`src/rtl/tlb_access_ctrl_pkg.sv`:
```
// Shared TLB entry layout, owner/state encodings and the CS-limit check.
// Latency: n/a (declarations and a pure combinational helper).
// Backpressure: n/a.
package tlb_access_ctrl_pkg;

    localparam int N_ENTRIES      = 8;
    localparam int ENTRY_W        = 44;
    localparam int IDX_W          = 3;
    localparam int STARVE_MAX_DEF = 3;

    // Entry field positions
    localparam int VPN_HI = 43;
    localparam int VPN_LO = 24;
    localparam int VPN_W  = VPN_HI - VPN_LO + 1;
    localparam int PFN_HI = 6;
    localparam int PFN_LO = 4;
    localparam int PFN_W  = PFN_HI - PFN_LO + 1;
    localparam int V_BIT  = 3;
    localparam int P_BIT  = 2;

    // Reserved spans, only used to sink unused bits
    localparam int RSVD_HI_LO = PFN_HI + 1;
    localparam int RSVD_HI_W  = VPN_LO - PFN_HI - 1;
    localparam int RSVD_LO_W  = P_BIT;

    // Response / fault owner
    localparam logic SRC_FETCH = 1'b0;
    localparam logic SRC_MEM   = 1'b1;

    typedef enum logic [1:0] {
        ST_IDLE  = 2'd0,
        ST_RUN   = 2'd1,
        ST_FAULT = 2'd2
    } state_e;

    // The offset is rounded up to the end of its 32-byte chunk before comparing.
    function automatic logic prot_violation(input logic [31:0] off, input logic [19:0] lim);
        return {off[31:5], 5'h1F} > {12'h0, lim};
    endfunction

endpackage

```
`src/rtl/tlb_access_ctrl_match.sv`:
```
// Fully associative VPN match over all entries with lowest-index priority.
// Latency: combinational.
// Backpressure: none.
module tlb_entry_match
    import tlb_access_ctrl_pkg::*;
(
    input  logic [N_ENTRIES*ENTRY_W-1:0] tlb,
    input  logic [31:0]                  addr,
    output logic                         hit,
    output logic [IDX_W-1:0]             idx,
    output logic [PFN_W-1:0]             pfn
);

    logic [N_ENTRIES-1:0] match_vec;
    logic [N_ENTRIES-1:0] unused_rsvd_x;
    logic                 unused_ok;

    // One comparator per entry: VPN equal and entry both valid and present
    for (genvar g = 0; g < N_ENTRIES; g++) begin : g_cmp
        assign match_vec[g] = (tlb[g*ENTRY_W + VPN_LO +: VPN_W] == addr[31:12])
                              && tlb[g*ENTRY_W + V_BIT]
                              && tlb[g*ENTRY_W + P_BIT];
        assign unused_rsvd_x[g] = ^{tlb[g*ENTRY_W + RSVD_HI_LO +: RSVD_HI_W],
                                    tlb[g*ENTRY_W +: RSVD_LO_W]};
    end

    assign unused_ok = ^{unused_rsvd_x, addr[11:0]};

    // Priority encode and PFN select; scanning downward leaves the lowest hit
    always_comb begin
        hit = 1'b0;
        idx = '0;
        pfn = '0;
        for (int i = N_ENTRIES - 1; i >= 0; i--) begin
            if (match_vec[i]) begin
                hit = 1'b1;
                idx = IDX_W'(i);
                pfn = tlb[i*ENTRY_W + PFN_LO +: PFN_W];
            end
        end
    end

endmodule

```
`src/rtl/tlb_access_ctrl.sv`:
```
// TLB storage plus one shared lookup path arbitrated between fetch and mem.
// Latency: grant is combinational; response and fault latch are registered one cycle later.
// Backpressure: no grant during a TLB write or while a fault is latched; requesters hold req until ack.
module tlb_access_ctrl
    import tlb_access_ctrl_pkg::*;
#(
    parameter int STARVE_MAX = STARVE_MAX_DEF
) (
    input  logic                         clk,
    input  logic                         rst,
    input  logic                         f_req,
    input  logic [31:0]                  f_address,
    input  logic [31:0]                  f_address_off,
    output logic                         f_ack,
    input  logic                         m_req,
    input  logic [31:0]                  m_address,
    output logic                         m_ack,
    input  logic [19:0]                  CS_limit,
    input  logic                         tlb_wr_en,
    input  logic [IDX_W-1:0]             tlb_wr_idx,
    input  logic [ENTRY_W-1:0]           tlb_wr_data,
    output logic [N_ENTRIES*ENTRY_W-1:0] TLB,
    output logic                         resp_valid,
    output logic                         resp_src,
    output logic [PFN_W-1:0]             resp_PFN,
    output logic                         resp_page_fault,
    output logic                         resp_prot_exp,
    output logic                         fault_pending,
    output logic [31:0]                  fault_address,
    output logic                         fault_src,
    input  logic                         fault_clr
);

    localparam int              CNT_W      = (STARVE_MAX < 2) ? 1 : $clog2(STARVE_MAX + 1);
    localparam logic [CNT_W-1:0] STARVE_LIM = CNT_W'(STARVE_MAX);

    logic [ENTRY_W-1:0] tlb_q [N_ENTRIES];
    state_e             state_q;
    state_e             state_d;
    logic [CNT_W-1:0]   starve_q;

    logic               grant_ok;
    logic               grant;
    logic               lk_src;
    logic [31:0]        lk_addr;
    logic               lk_prot;
    logic               lk_fault;
    logic               mt_hit;
    logic [IDX_W-1:0]   mt_idx;
    logic [PFN_W-1:0]   mt_pfn;
    logic               unused_ok;

    assign unused_ok = ^{mt_idx, f_address_off[4:0]};

    for (genvar g = 0; g < N_ENTRIES; g++) begin : g_flat
        assign TLB[g*ENTRY_W +: ENTRY_W] = tlb_q[g];
    end

    // Entry storage; a write lands at the edge so the next grant sees it
    always_ff @(posedge clk) begin
        if (rst) begin
            for (int i = 0; i < N_ENTRIES; i++) begin
                tlb_q[i] <= '0;
            end
        end else if (tlb_wr_en) begin
            tlb_q[tlb_wr_idx] <= tlb_wr_data;
        end
    end

    // Arbitration: writes and latched faults block; a starved fetch beats mem
    always_comb begin
        f_ack    = 1'b0;
        m_ack    = 1'b0;
        grant_ok = !rst && !tlb_wr_en && (state_q != ST_FAULT);
        if (grant_ok) begin
            if (f_req && (!m_req || starve_q == STARVE_LIM)) begin
                f_ack = 1'b1;
            end else if (m_req) begin
                m_ack = 1'b1;
            end
        end
    end

    assign grant    = f_ack | m_ack;
    assign lk_src   = m_ack ? SRC_MEM : SRC_FETCH;
    assign lk_addr  = m_ack ? m_address : f_address;
    assign lk_prot  = f_ack & prot_violation(f_address_off, CS_limit);
    assign lk_fault = grant & (~mt_hit | lk_prot);

    tlb_entry_match u_match (
        .tlb  (TLB),
        .addr (lk_addr),
        .hit  (mt_hit),
        .idx  (mt_idx),
        .pfn  (mt_pfn)
    );

    // Next state: any faulting lookup parks the block until software clears it
    always_comb begin
        state_d = state_q;
        case (state_q)
            ST_IDLE: begin
                if (lk_fault)   state_d = ST_FAULT;
                else if (grant) state_d = ST_RUN;
            end
            ST_RUN: begin
                if (lk_fault)   state_d = ST_FAULT;
            end
            ST_FAULT: begin
                if (fault_clr)  state_d = ST_RUN;
            end
            default: state_d = ST_IDLE;
        endcase
    end

    // State register
    always_ff @(posedge clk) begin
        if (rst) state_q <= ST_IDLE;
        else     state_q <= state_d;
    end

    assign fault_pending = (state_q == ST_FAULT);

    // Response, fault capture (first fault wins) and fetch starvation counter
    always_ff @(posedge clk) begin
        if (rst) begin
            resp_valid      <= 1'b0;
            resp_src        <= 1'b0;
            resp_PFN        <= '0;
            resp_page_fault <= 1'b0;
            resp_prot_exp   <= 1'b0;
            fault_address   <= '0;
            fault_src       <= 1'b0;
            starve_q        <= '0;
        end else begin
            resp_valid      <= grant;
            resp_src        <= grant ? lk_src : 1'b0;
            resp_PFN        <= grant ? mt_pfn : '0;
            resp_page_fault <= grant & ~mt_hit;
            resp_prot_exp   <= lk_prot;
            if (lk_fault && !fault_pending) begin
                fault_address <= lk_addr;
                fault_src     <= lk_src;
            end
            if (f_req && !f_ack) begin
                if (starve_q != STARVE_LIM) starve_q <= starve_q + 1'b1;
            end else begin
                starve_q <= '0;
            end
        end
    end

endmodule

```
`config.mk`:
```
export PLATFORM = sky130hd
export DESIGN_NAME = tlb_access_ctrl
export DESIGN_NICKNAME = d
export VERILOG_FILES = /design/src/rtl/tlb_access_ctrl_pkg.sv /design/src/rtl/tlb_access_ctrl_match.sv /design/src/rtl/tlb_access_ctrl.sv
export SDC_FILE = /design/constraint.sdc
export NUM_CORES = 1
export LEC_CHECK = 0
export BUFFER_PORTS_ARGS = -buffer_cell sky130_fd_sc_hd__buf_2
export CAP_MARGIN = 25
export CORE_AREA = 5 5 218 220
export DETAILED_ROUTE_END_ITERATION = 6
export DIE_AREA = 0 0 223 225
export PLACE_DENSITY = 0.69
export SYNTH_ARGS = -nofsm -noshare
export SYNTH_HDL_FRONTEND = slang
export SYNTH_SLANG_ARGS = --single-unit
```
`constraint.sdc`:
```
create_clock -name clk -period 4.7 [get_ports clk]
set_clock_uncertainty 0.2 [all_clocks]
set_input_delay 0.47 -clock clk [delete_from_list [all_inputs] [get_ports clk]]
set_output_delay 0.47 -clock clk [all_outputs]
set_load 0.02 [all_outputs]
```
==> flow_metrics.py, run 1 <==
metrics = {
    "run_status": {
        "status": "complete, no violations",
    },
    "worst_setup_path": {
        "critPathLaunch": "starve_q[0]",
        "cp.depth": 14,
        "r2r-start": "starve_q[0]",
        "r2r_cells": 14,
        "crit_required_ps": 4960,
        "cpMaxStageDelayCell": "nor4_1",
        "rrSetupSlack_ps": 100,
        "critPathTopFamily": "simple AND/OR/NAND/NOR gates",
        "path_cells": "ha_1 > a21boi_4 > nand3_4 > inv_6 > buf_12 > nor4_1 > a21oi_1 > nor4_1 > and3_1 > nor4_1 > and2_1 > nor3_4 > buf_12 > a21o_1",
        "cp.arrival_ps": 4860,
        "worstSetupStartpointType": "flip-flop",
        "cp_max_fo": 35,
        "cp-endpoint": "fault_address[31]",
        "r2r_end": "fault_address[31]",
        "endpoint_kind": "flip-flop",
        "cp_num_buf_inv": 3,
        "max_stage_delay_ps": 760,
        "crit_top_cell": "nor4_1",
        "path_class": "reg -> reg",
    },
    "route": {
        "routed_wl_mm": 94.1,
        "drt_iter0_drc": 1790,
        "viasPerCell": 5.98,
        "route.detailed.drc": 0,
        "dr.pass1.iters": 6,
        "dr_total_vias": 17239,
        "post_drt_wl_per_cell_um": 32.6,
        "antenna_left": 0,
    },
    "synthesis": {
        "ys_seq_area_frac": 0.577,
        "ys.flop_type": "edfxtp_1",
        "syn_inst": 1659,
        "syn_area_mm2": 0.0198,
        "synth_cell_type_count": 74,
        "synthArstFlopShare": 0,
        "synth_warnings": 0,
        "synth-seq-cells": 396,
        "syn-num-nets": 1844,
        "syn_avg_cell_area_um2": 12.0,
        "synth-edff-count": 352,
    },
    "sta": {
        "setup_viol": 0,
        "worst_slew_pin_slew_ps": 1010,
        "rsz0062_at_grt": "no",
        "tns_ps": 0,
        "period_share": 0.978,
        "drv_slew": 0,
        "clock.fmax_mhz": 217,
        "fin_crit_ps": 4600,
        "hold_viol": 0,
        "relSlewSlack": 0.330,
    },
    "power_and_ir_drop": {
        "powerDensity_mw_per_mm2": 361,
        "power_mw": 9.02,
        "vdd_drop_max_v": 0.000345,
        "leakage_nw": 10.3,
    },
    "clock_network": {
        "tritoncts": "done",
        "cts_buffer_depth": 3,
        "post_cts_buffers": 0,
        "htree_levels": 2,
        "clkTransAtPathRegs_ps": 60,
        "numCtsBuffers": 43,
        "clockRootBuffer": "clkbuf_16",
        "insertion_delay_ps": 570,
        "cts_sinks": 396,
    },
    "layout": {
        "areaGrowthSynthToFinish_pct": 25.9,
        "fin_util": 0.554,
        "drive_above_1_share": 0.320,
        "fillCellCount": 4004,
        "final_cell_mix": "buf_2, and2_1, edfxtp_1",
        "layout.nets": 2438,
        "stdcell_area_mm2": 0.0250,
        "layout_commonest_cell": "buf_2",
    },
    "place": {
        "post_dp_cell_area_mm2": 0.0235,
        "place_hpwl_mm": 70.5,
        "port_buffers": 558,
        "place.gp.congestion": 1.06,
    },
    "floorplanning": {
        "ios": 564,
        "dieArea_mm2": 0.0502,
        "coreArea_mm2": 0.0451,
        "initial_core_util": 0.440,
        "die-height_um": 225,
        "die_w_um": 223,
        "row_count": 78,
    },
    "global_route": {
        "grt_pass1_vias": 17054,
        "grt_overflow_total": 0,
        "grt_pass1_wl_mm": 129,
        "grt_max_degree": 45,
        "grt_usage": 0.356,
        "antenna_found_initial": 11,
    },
    "min_path": {
        "min_path_type": "in -> reg",
    },
    "run": {
        "max_cap_viol_count": 0,
    },
}
-- power breakdown --
part	internal [mW]	switching, mW
logic	0.476	1.04
clock network	1.81	1.39
registers	4.07	0.235
total	6.36	2.66
-- routing by layer --
| layer | track usage | vias to the layer above | part of all wire |
|---|---|---|---|
| met5 | 0 | - | 0.00058 |
| met4 | 0.157 | 8 | 0.052 |
| met3 | 0.114 | 229 | 0.12 |
| met2 | 0.576 | 1158 | 0.46 |
| met1 | 0.442 | 8584 | 0.37 |
| li1 | - | 7260 | - |
-- worst min path at each step --
stage,depth (start not counted),from,slack [ps],endpoint
finish,3,f_address[10],20,fault_address[10]
global route,3,m_address[1],40,fault_address[1]
CTS,3,m_address[4],0.08,fault_address[4]
detailed placement,1,fault_address[7],240,fault_address[7]
global placement,1,fault_address[31],230,fault_address[31]
floorplan,2,starve_q[1],270,starve_q[1]
-- what timing repair did --
item / in CTS / in global routing
hold endpoints to repair: 8 / 0
hold buffers: 13 / 0
gates resized for setup: 0 / 0
-- tightest hold or removal path, cell delays in order --
cell and delay, ps:
buf_2 80, mux2i_1 60, o2bb2ai_1 130
-- through the flow --
stage	setup WS, ps	instances	hold WS [ps]
CTS	286	2880	0.0849
finish	101	2884	20.0
detailed placement	311	2794	245
floorplan	1170	1659	268
global placement	320	2794	234
global route	59.5	2881	36.7
-- cell type report --
class,count,area [µm²],area share
antenna,3,7.51,0.000300
clock buffer,55,1140,0.0457
clock inverter,18,138,0.00551
inverter,101,384,0.0154
multi-input combinational,1074,7630,0.305
sequential,396,11500,0.458
tap,600,751,0.0300
timing repair buffer,637,3480,0.139
-- Yosys cell counts, types with 14 or more instances --
cell,number,area share
and2_1,361,0.11
edfxtp_1,352,0.53
inv_1,96,0.018
xor2_1,85,0.038
clkbuf_1,64,0.012
o22ai_1,49,0.015
nor2_1,46,0.0087
dfxtp_1,44,0.044
nor4_1,37,0.012
nand2_1,33,0.0062
a21oi_1,31,0.0078
mux2i_1,31,0.016
xnor2_1,30,0.013
nor2b_1,27,0.0085
o2bb2ai_1,27,0.012
nand4_1,26,0.0082
nand3_1,22,0.0056
nor3_1,21,0.0053
a221oi_1,19,0.0084
ha_1,16,0.010
nand2b_1,15,0.0047
o2bb2ai_2,14,0.011
-- logic make-up (layout without fill, tap and decap cells) --
kind of cell / Yosys count / count (layout) / synth area share
other: 0 / 3 / 0
buffers and inverters: 189 / 811 / 0.0418
AO/OA/AOI/OAI: 277 / 277 / 0.113
flip-flops: 396 / 396 / 0.577
multiplexers: 34 / 34 / 0.0176
XOR/XNOR: 115 / 115 / 0.0508
adder cells (fa/ha/maj): 16 / 16 / 0.0101
AND/OR/NAND/NOR: 632 / 632 / 0.190
-- sequential cells by signal (all words and copies together), names as in the netlist --
register	count
tlb_q	352
fault_address	32
resp_PFN	3
starve_q	2
state_q	2
fault_src	1
resp_page_fault	1
resp_prot_exp	1
resp_src	1
resp_valid	1
No activity file was read; power rests on OpenSTA's default activity.
==> run 2: changes to the inputs <==
--- a/config.mk
+++ b/config.mk
@@ -11,6 +11,7 @@
 export DETAILED_ROUTE_END_ITERATION = 6
 export DIE_AREA = 0 0 223 225
 export PLACE_DENSITY = 0.69
+export RECOVER_POWER = 100
 export SYNTH_ARGS = -nofsm -noshare
 export SYNTH_HDL_FRONTEND = slang
 export SYNTH_SLANG_ARGS = --single-unit
==> run 2 against run 1 <==
Net effect: the run now ends with design-rule violations, max-capacitance violations, max-slew violations left; count of clock-buffer cells in the layout is the same; first-iteration DRC count up 0.95%; worst setup slack improved by 9.7 ps; sequential share of layout area rose by 1.3 points; design area is 2.7% lower; fmax rose by 0.21%; core utilization down 1.5 points.
==> flow_metrics.py, run 2 (synthesis gave the netlist of run 1 again) <==
metrics = {
    "sta": {
        "relSlewSlack": -0.695,
        "rsz0062_at_grt": "no",
        "drv_slew": 569,
        "period_share": 0.976,
        "worst_slew_pin_slew_ps": 2540,
        "setup_viol": 0,
        "fin_ws_ps": 111,
        "hold_ws_ps": 19.9,
        "clock.fmax_mhz": 218,
        "fin_crit_ps": 4590,
        "tns_ps": 0,
        "hold_viol": 0,
    },
    "floorplanning": {
        "row_count": 78,
        "dieArea_mm2": 0.0502,
        "initial_core_util": 0.440,
        "die_w_um": 223,
        "ios": 564,
        "die-height_um": 225,
        "coreArea_mm2": 0.0451,
    },
    "route": {
        "dr_total_vias": 17253,
        "post_drt_wl_per_cell_um": 32.6,
        "viasPerCell": 5.98,
        "antenna_left": 0,
        "drt_iter0_drc": 1807,
        "routed_wl_mm": 94.1,
        "dr.pass1.iters": 7,
        "route.detailed.drc": 7,
    },
    "clock_network": {
        "numCtsBuffers": 43,
        "insertion_delay_ps": 570,
        "cts_sinks": 396,
        "clockRootBuffer": "clkbuf_16",
        "cts_buffer_depth": 3,
        "post_cts_buffers": 0,
        "tritoncts": "done",
        "clkTransAtPathRegs_ps": 60,
        "htree_levels": 2,
    },
    "global_route": {
        "grt_overflow_total": 0,
        "antenna_found_initial": 11,
        "grt_max_degree": 45,
        "grt_pass1_wl_mm": 129,
        "grt_usage": 0.356,
        "grt_pass1_vias": 17054,
    },
    "place": {
        "port_buffers": 558,
        "place.gp.congestion": 1.06,
        "place_ws_ps": 311,
        "place_hpwl_mm": 70.5,
    },
    "run_status": {
        "status": "finished with violations",
        "violations": "design-rule violations, max-capacitance violations, max-slew violations",
    },
    "power_and_ir_drop": {
        "vdd_drop_max_v": 0.000344,
        "power_mw": 8.95,
        "p_int_mw": 6.29,
        "p_clk_frac": 0.357,
        "leakage_nw": 8.89,
        "p_seq_frac": 0.482,
        "switching_power_mw": 2.66,
        "powerDensity_mw_per_mm2": 368,
        "comb_power_share": 0.161,
        "p_sw_frac": 0.297,
    },
    "worst_setup_path": {
        "crit_top_cell": "nor4_1",
        "cpMaxStageDelayCell": "nor4_1",
        "crit_required_ps": 4960,
        "worstSetupStartpointType": "flip-flop",
        "max_stage_delay_ps": 770,
        "cp_max_fo": 35,
        "path_class": "reg -> reg",
        "endpoint_kind": "flip-flop",
        "cp.arrival_ps": 4850,
        "path_cells": "ha_1 > a21boi_4 > nand3_4 > inv_6 > buf_12 > nor4_1 > a21oi_1 > nor4_1 > and3_1 > nor4_1 > and2_1 > nor3_4 > buf_12 > a21o_1",
    },
    "min_path": {
        "min_path_type": "in -> reg",
    },
    "layout": {
        "final_cell_mix": "clkbuf_1, edfxtp_1, and2_1",
        "regMostFlops": "tlb_q",
        "drive_above_1_share": 0.129,
        "layout.nets": 2438,
        "fin_util": 0.539,
        "largest_reg_flops": 352,
        "top_regs": "tlb_q x352, fault_address x32, resp_PFN x3",
        "areaGrowthSynthToFinish_pct": 22.5,
        "layout_commonest_cell": "clkbuf_1",
    },
    "run": {
        "max_cap_viol_count": 16,
    },
}
==> run 2: path summary, 6_finish.rpt <==
check / to / start / slack (ps) / cells after the start
max: fault_address[31] / starve_q[0] / 110 / 14
min: fault_address[10] / f_address[10] / 20 / 3
max reg2reg: fault_address[31] / starve_q[0] / 110 / 14
min reg2reg: fault_address[30] / fault_address[30] / 270 / 1
==> run 2: final cells by class <==
cell class	count	area, µm²
Fill cell	4242	20800
Sequential cell	396	11500
Multi-Input combinational cell	1074	7540
Timing Repair Buffer	637	2900
Clock buffer	55	1140
Tap cell	600	751
Inverter	101	384
Clock inverter	18	138
Antenna cell	3	7.51
==> run 2: power by group through the flow <==
stage / registers [mW] / logic, mW / clock network [mW]
after global placement: 4.37 / 1.48 / 0
after floorplan: 4.57 / 0.502 / 0
after detailed placement: 4.37 / 1.48 / 0
after CTS: 4.30 / 1.50 / 3.23
after global routing: 4.32 / 1.50 / 3.40
final: 4.31 / 1.44 / 3.19
==> run 2: through the flow <==
step | std cells | instance area (µm²)
after floorplan | 1659 | 19800
after global placement | 2794 | 23500
after detailed placement | 2794 | 23500
after CTS | 2880 | 25000
after global routing | 2881 | 24300
final | 2884 | 24300
==> run 2: worst max-delay path: cells and delay by family, from the launching register on <==
family	cells	cell delay [ps]
and+or+nand+nor	7	1980
AOI/OAI and AO/OA	3	890
buffers and inverters	3	790
DFF	1	320
adders and majority gates	1	290
==> run 2: repair_timing <==
item / 4_1_cts / 5_1_grt
endpoints found under the hold margin: 8 / 0
hold buffers: 13 / 0
gates resized for setup: 0 / 0
==> run 2: routing by layer <==
metal	share of wire	global-route usage	up-vias
met4	0.057	0.157	8
met3	0.11	0.114	261
met1	0.37	0.442	8544
li1	-	-	7266
met5	0.00057	0	-
met2	0.46	0.576	1174
==> run 3: changes to the inputs <==
--- a/config.mk
+++ b/config.mk
@@ -7,11 +7,12 @@
 export LEC_CHECK = 0
 export BUFFER_PORTS_ARGS = -buffer_cell sky130_fd_sc_hd__buf_2
 export CAP_MARGIN = 25
-export CORE_AREA = 5 5 218 220
+export CORE_AREA = 5 5 217 219
 export DETAILED_ROUTE_END_ITERATION = 6
-export DIE_AREA = 0 0 223 225
+export DIE_AREA = 0 0 222 224
 export PLACE_DENSITY = 0.69
 export RECOVER_POWER = 100
 export SYNTH_ARGS = -nofsm -noshare
 export SYNTH_HDL_FRONTEND = slang
+export SYNTH_HIERARCHICAL = 1
 export SYNTH_SLANG_ARGS = --single-unit
==> constraint.sdc (replaced) <==
create_clock -name clk -period 3.7 [get_ports clk]
set_clock_uncertainty 0.2 [all_clocks]
set_input_delay 0.37 -clock clk [delete_from_list [all_inputs] [get_ports clk]]
set_output_delay 0.37 -clock clk [all_outputs]
set_load 0.02 [all_outputs]
==> run 3 against run 2 <==
Net effect: the run ends with negative setup slack left; core utilization grew 4.1 points; worst hold slack lost 5.1 ps; sequential share of layout area shrank 3.2 points; sequential power grew 26%; global-route usage shrank 5.9 points; first-iteration DRC count shrank 7.5%; combinational power grew 67%; register-to-register slack lost 340 ps; worst setup slack lost 340 ps; count of clock-buffer cells in the layout shrank 3.
==> flow_metrics.py, run 3 <==
metrics = {
    "run_status": {
        "status": "finished with violations",
        "violations": "negative setup slack",
    },
    "floorplanning": {
        "coreArea_mm2": 0.0449,
        "die_w_um": 222,
        "ios": 564,
        "dieArea_mm2": 0.0497,
        "initial_core_util": 0.413,
        "die-height_um": 224,
        "row_count": 78,
    },
    "power_and_ir_drop": {
        "powerDensity_mw_per_mm2": 458,
        "vdd_drop_max_v": 0.000424,
        "leakage_nw": 10.6,
    },
    "sta": {
        "rsz0062_at_grt": "yes",
        "drv_slew": 0,
        "clock.fmax_mhz": 255,
        "relSlewSlack": 0.391,
        "worst_slew_pin_slew_ps": 914,
        "hold_viol": 0,
        "hold_ws_ps": 14.8,
        "tns_ps": -6040,
        "period_share": 1.06,
        "setup_viol": 37,
        "fin_ws_ps": -225,
        "fin_crit_ps": 3920,
    },
    "global_route": {
        "gr-usage-met2": 0.510,
        "antenna_found_initial": 3,
        "met1_usage": 0.354,
        "grt_max_degree": 45,
        "use_met3": 0.0964,
        "grt_pass1_vias": 15772,
        "grt_pass1_wl_mm": 110,
        "gr-max-usage-layer": "met2",
        "grt_overflow_total": 0,
        "grt_usage": 0.298,
    },
    "clock_network": {
        "tritoncts": "done",
        "insertion_delay_ps": 580,
        "htree_levels": 2,
        "cts_buffer_depth": 3,
        "clkTransAtPathRegs_ps": 60,
        "cts_sinks": 396,
        "clockRootBuffer": "clkbuf_16",
        "numCtsBuffers": 43,
    },
    "min_path": {
        "holdPathStages": 2,
        "whs_endpoint": "tlb_q[3][32]",
        "min_path_type": "in -> reg",
        "holdCritStartpoint": "tlb_wr_data[32]",
    },
    "layout": {
        "layout.nets": 2326,
        "final_cells": 2774,
        "regMostFlops": "tlb_q",
        "final_cell_mix": "buf_2, and2_1, edfxtp_1",
        "drive_above_1_share": 0.440,
        "top_regs": "tlb_q x352, fault_address x32, resp_PFN x3",
        "largest_reg_flops": 352,
        "areaGrowthSynthToFinish_pct": 40.6,
        "stdcell_area_mm2": 0.0261,
        "layout_commonest_cell": "buf_2",
        "fin_util": 0.581,
    },
    "worst_setup_path": {
        "cpMaxStageDelayCell": "or4_4",
        "cp_max_fo": 8,
        "critPathTopFamily": "simple AND/OR/NAND/NOR gates",
        "path_class": "reg -> reg",
        "crit_required_ps": 4000,
        "endpoint_kind": "flip-flop",
        "path_cells": "ha_4 > nand2_4 > nand4_4 > buf_12 > mux2_4 > xor2_1 > nor4_1 > nand4_1 > or4_4 > inv_4 > buf_4 > buf_6 > buf_4 > buf_4 > buf_4 > buf_4 > buf_4 > a21oi_1 > a32oi_1 > and2_1",
        "max_stage_delay_ps": 610,
        "r2r-start": "starve_q[1]",
        "cp.arrival_ps": 4220,
        "r2r_cells": 20,
        "cp_num_buf_inv": 9,
        "rrSetupSlack_ps": -220,
        "crit_top_cell": "buf_4",
        "r2r_end": "resp_PFN[1]",
        "worstSetupStartpointType": "flip-flop",
    },
    "route": {
        "dr.pass1.iters": 5,
        "route.detailed.drc": 0,
        "routed_wl_mm": 77.7,
        "drt_iter0_drc": 1672,
        "post_drt_wl_per_cell_um": 28.0,
        "antenna_left": 0,
        "viasPerCell": 5.52,
        "dr_total_vias": 15309,
    },
    "place": {
        "place_inst": 2603,
        "port_buffers": 558,
        "post_dp_cell_area_mm2": 0.0230,
        "place_hpwl_mm": 55.0,
        "place.gp.congestion": 0.984,
    },
    "synthesis": {
        "syn_area_mm2": 0.0185,
        "synth_warnings": 6,
        "syn_inst": 1415,
        "syn_avg_cell_area_um2": 13.1,
        "syn-num-nets": 1600,
    },
    "run": {
        "max_cap_viol_count": 0,
    },
}
==> run 3: cell types whose count changed in the layout (fill, tap and decap cells not counted), moves of 48 or more <==
| cell | delta |
|---|---|
| and2_0 | -167 |
| and2_1 | +162 |
| buf_2 | +393 |
| buf_4 | +81 |
| clkbuf_1 | -412 |
| inv_1 | -72 |
| nand3_1 | +48 |
| o22ai_1 | -49 |
==> run 3: timing repair <==
action / CTS / global route
resized for setup: 125 / 41
hold buffers: 47 / 0
buffers inserted: 34 / 14
endpoints found under the hold margin: 171 / 0
cloned: 5 / 1
pin swaps: 45 / 26
endpoints found under the setup margin: 38 / 39
==> run 3: metrics by stage <==
stage               worst slack, ps  power, mW
global placement               -478       7.55
global route                   -358       12.3
detailed placement             -553       7.58
floorplan                      -814       6.54
CTS                            -215       11.9
finish                         -225       11.9
==> run 3: power breakdown <==
part / switching (mW) / internal, mW
combinational: 1.47 / 0.936
clock: 1.82 / 2.27
sequential: 0.241 / 5.20
==> run 3: layout make-up <==
type / instances / area (µm²)
multi-input cells: 904 / 7470
clock inverters: 23 / 176
flip-flops and latches: 396 / 11500
diodes: 3 / 7.51
well taps: 600 / 751
repair buffers: 769 / 4990
fillers: 3639 / 18800
inverters: 27 / 104
clock buffers: 52 / 1110
==> run 3: layer usage <==
layer	vias to the layer above	part of all wire
met2	1049	0.49
met1	7527	0.35
met5	-	0.00017
li1	6557	-
met4	2	0.043
met3	174	0.11
==> run 3: worst max-delay path by stage <==
stage	start	to	slack [ps]	depth (start not counted)
2_1_floorplan	rst	tlb_q[1][0]	-810	3
3_3_place_gp	tlb_wr_en	fault_address[30]	-480	18
3_5_place_dp	tlb_wr_en	fault_address[10]	-550	18
4_1_cts	starve_q[1]	fault_address[23]	-210	18
5_1_grt	starve_q[0]	fault_address[2]	-360	19
6_report	starve_q[1]	resp_PFN[1]	-220	20
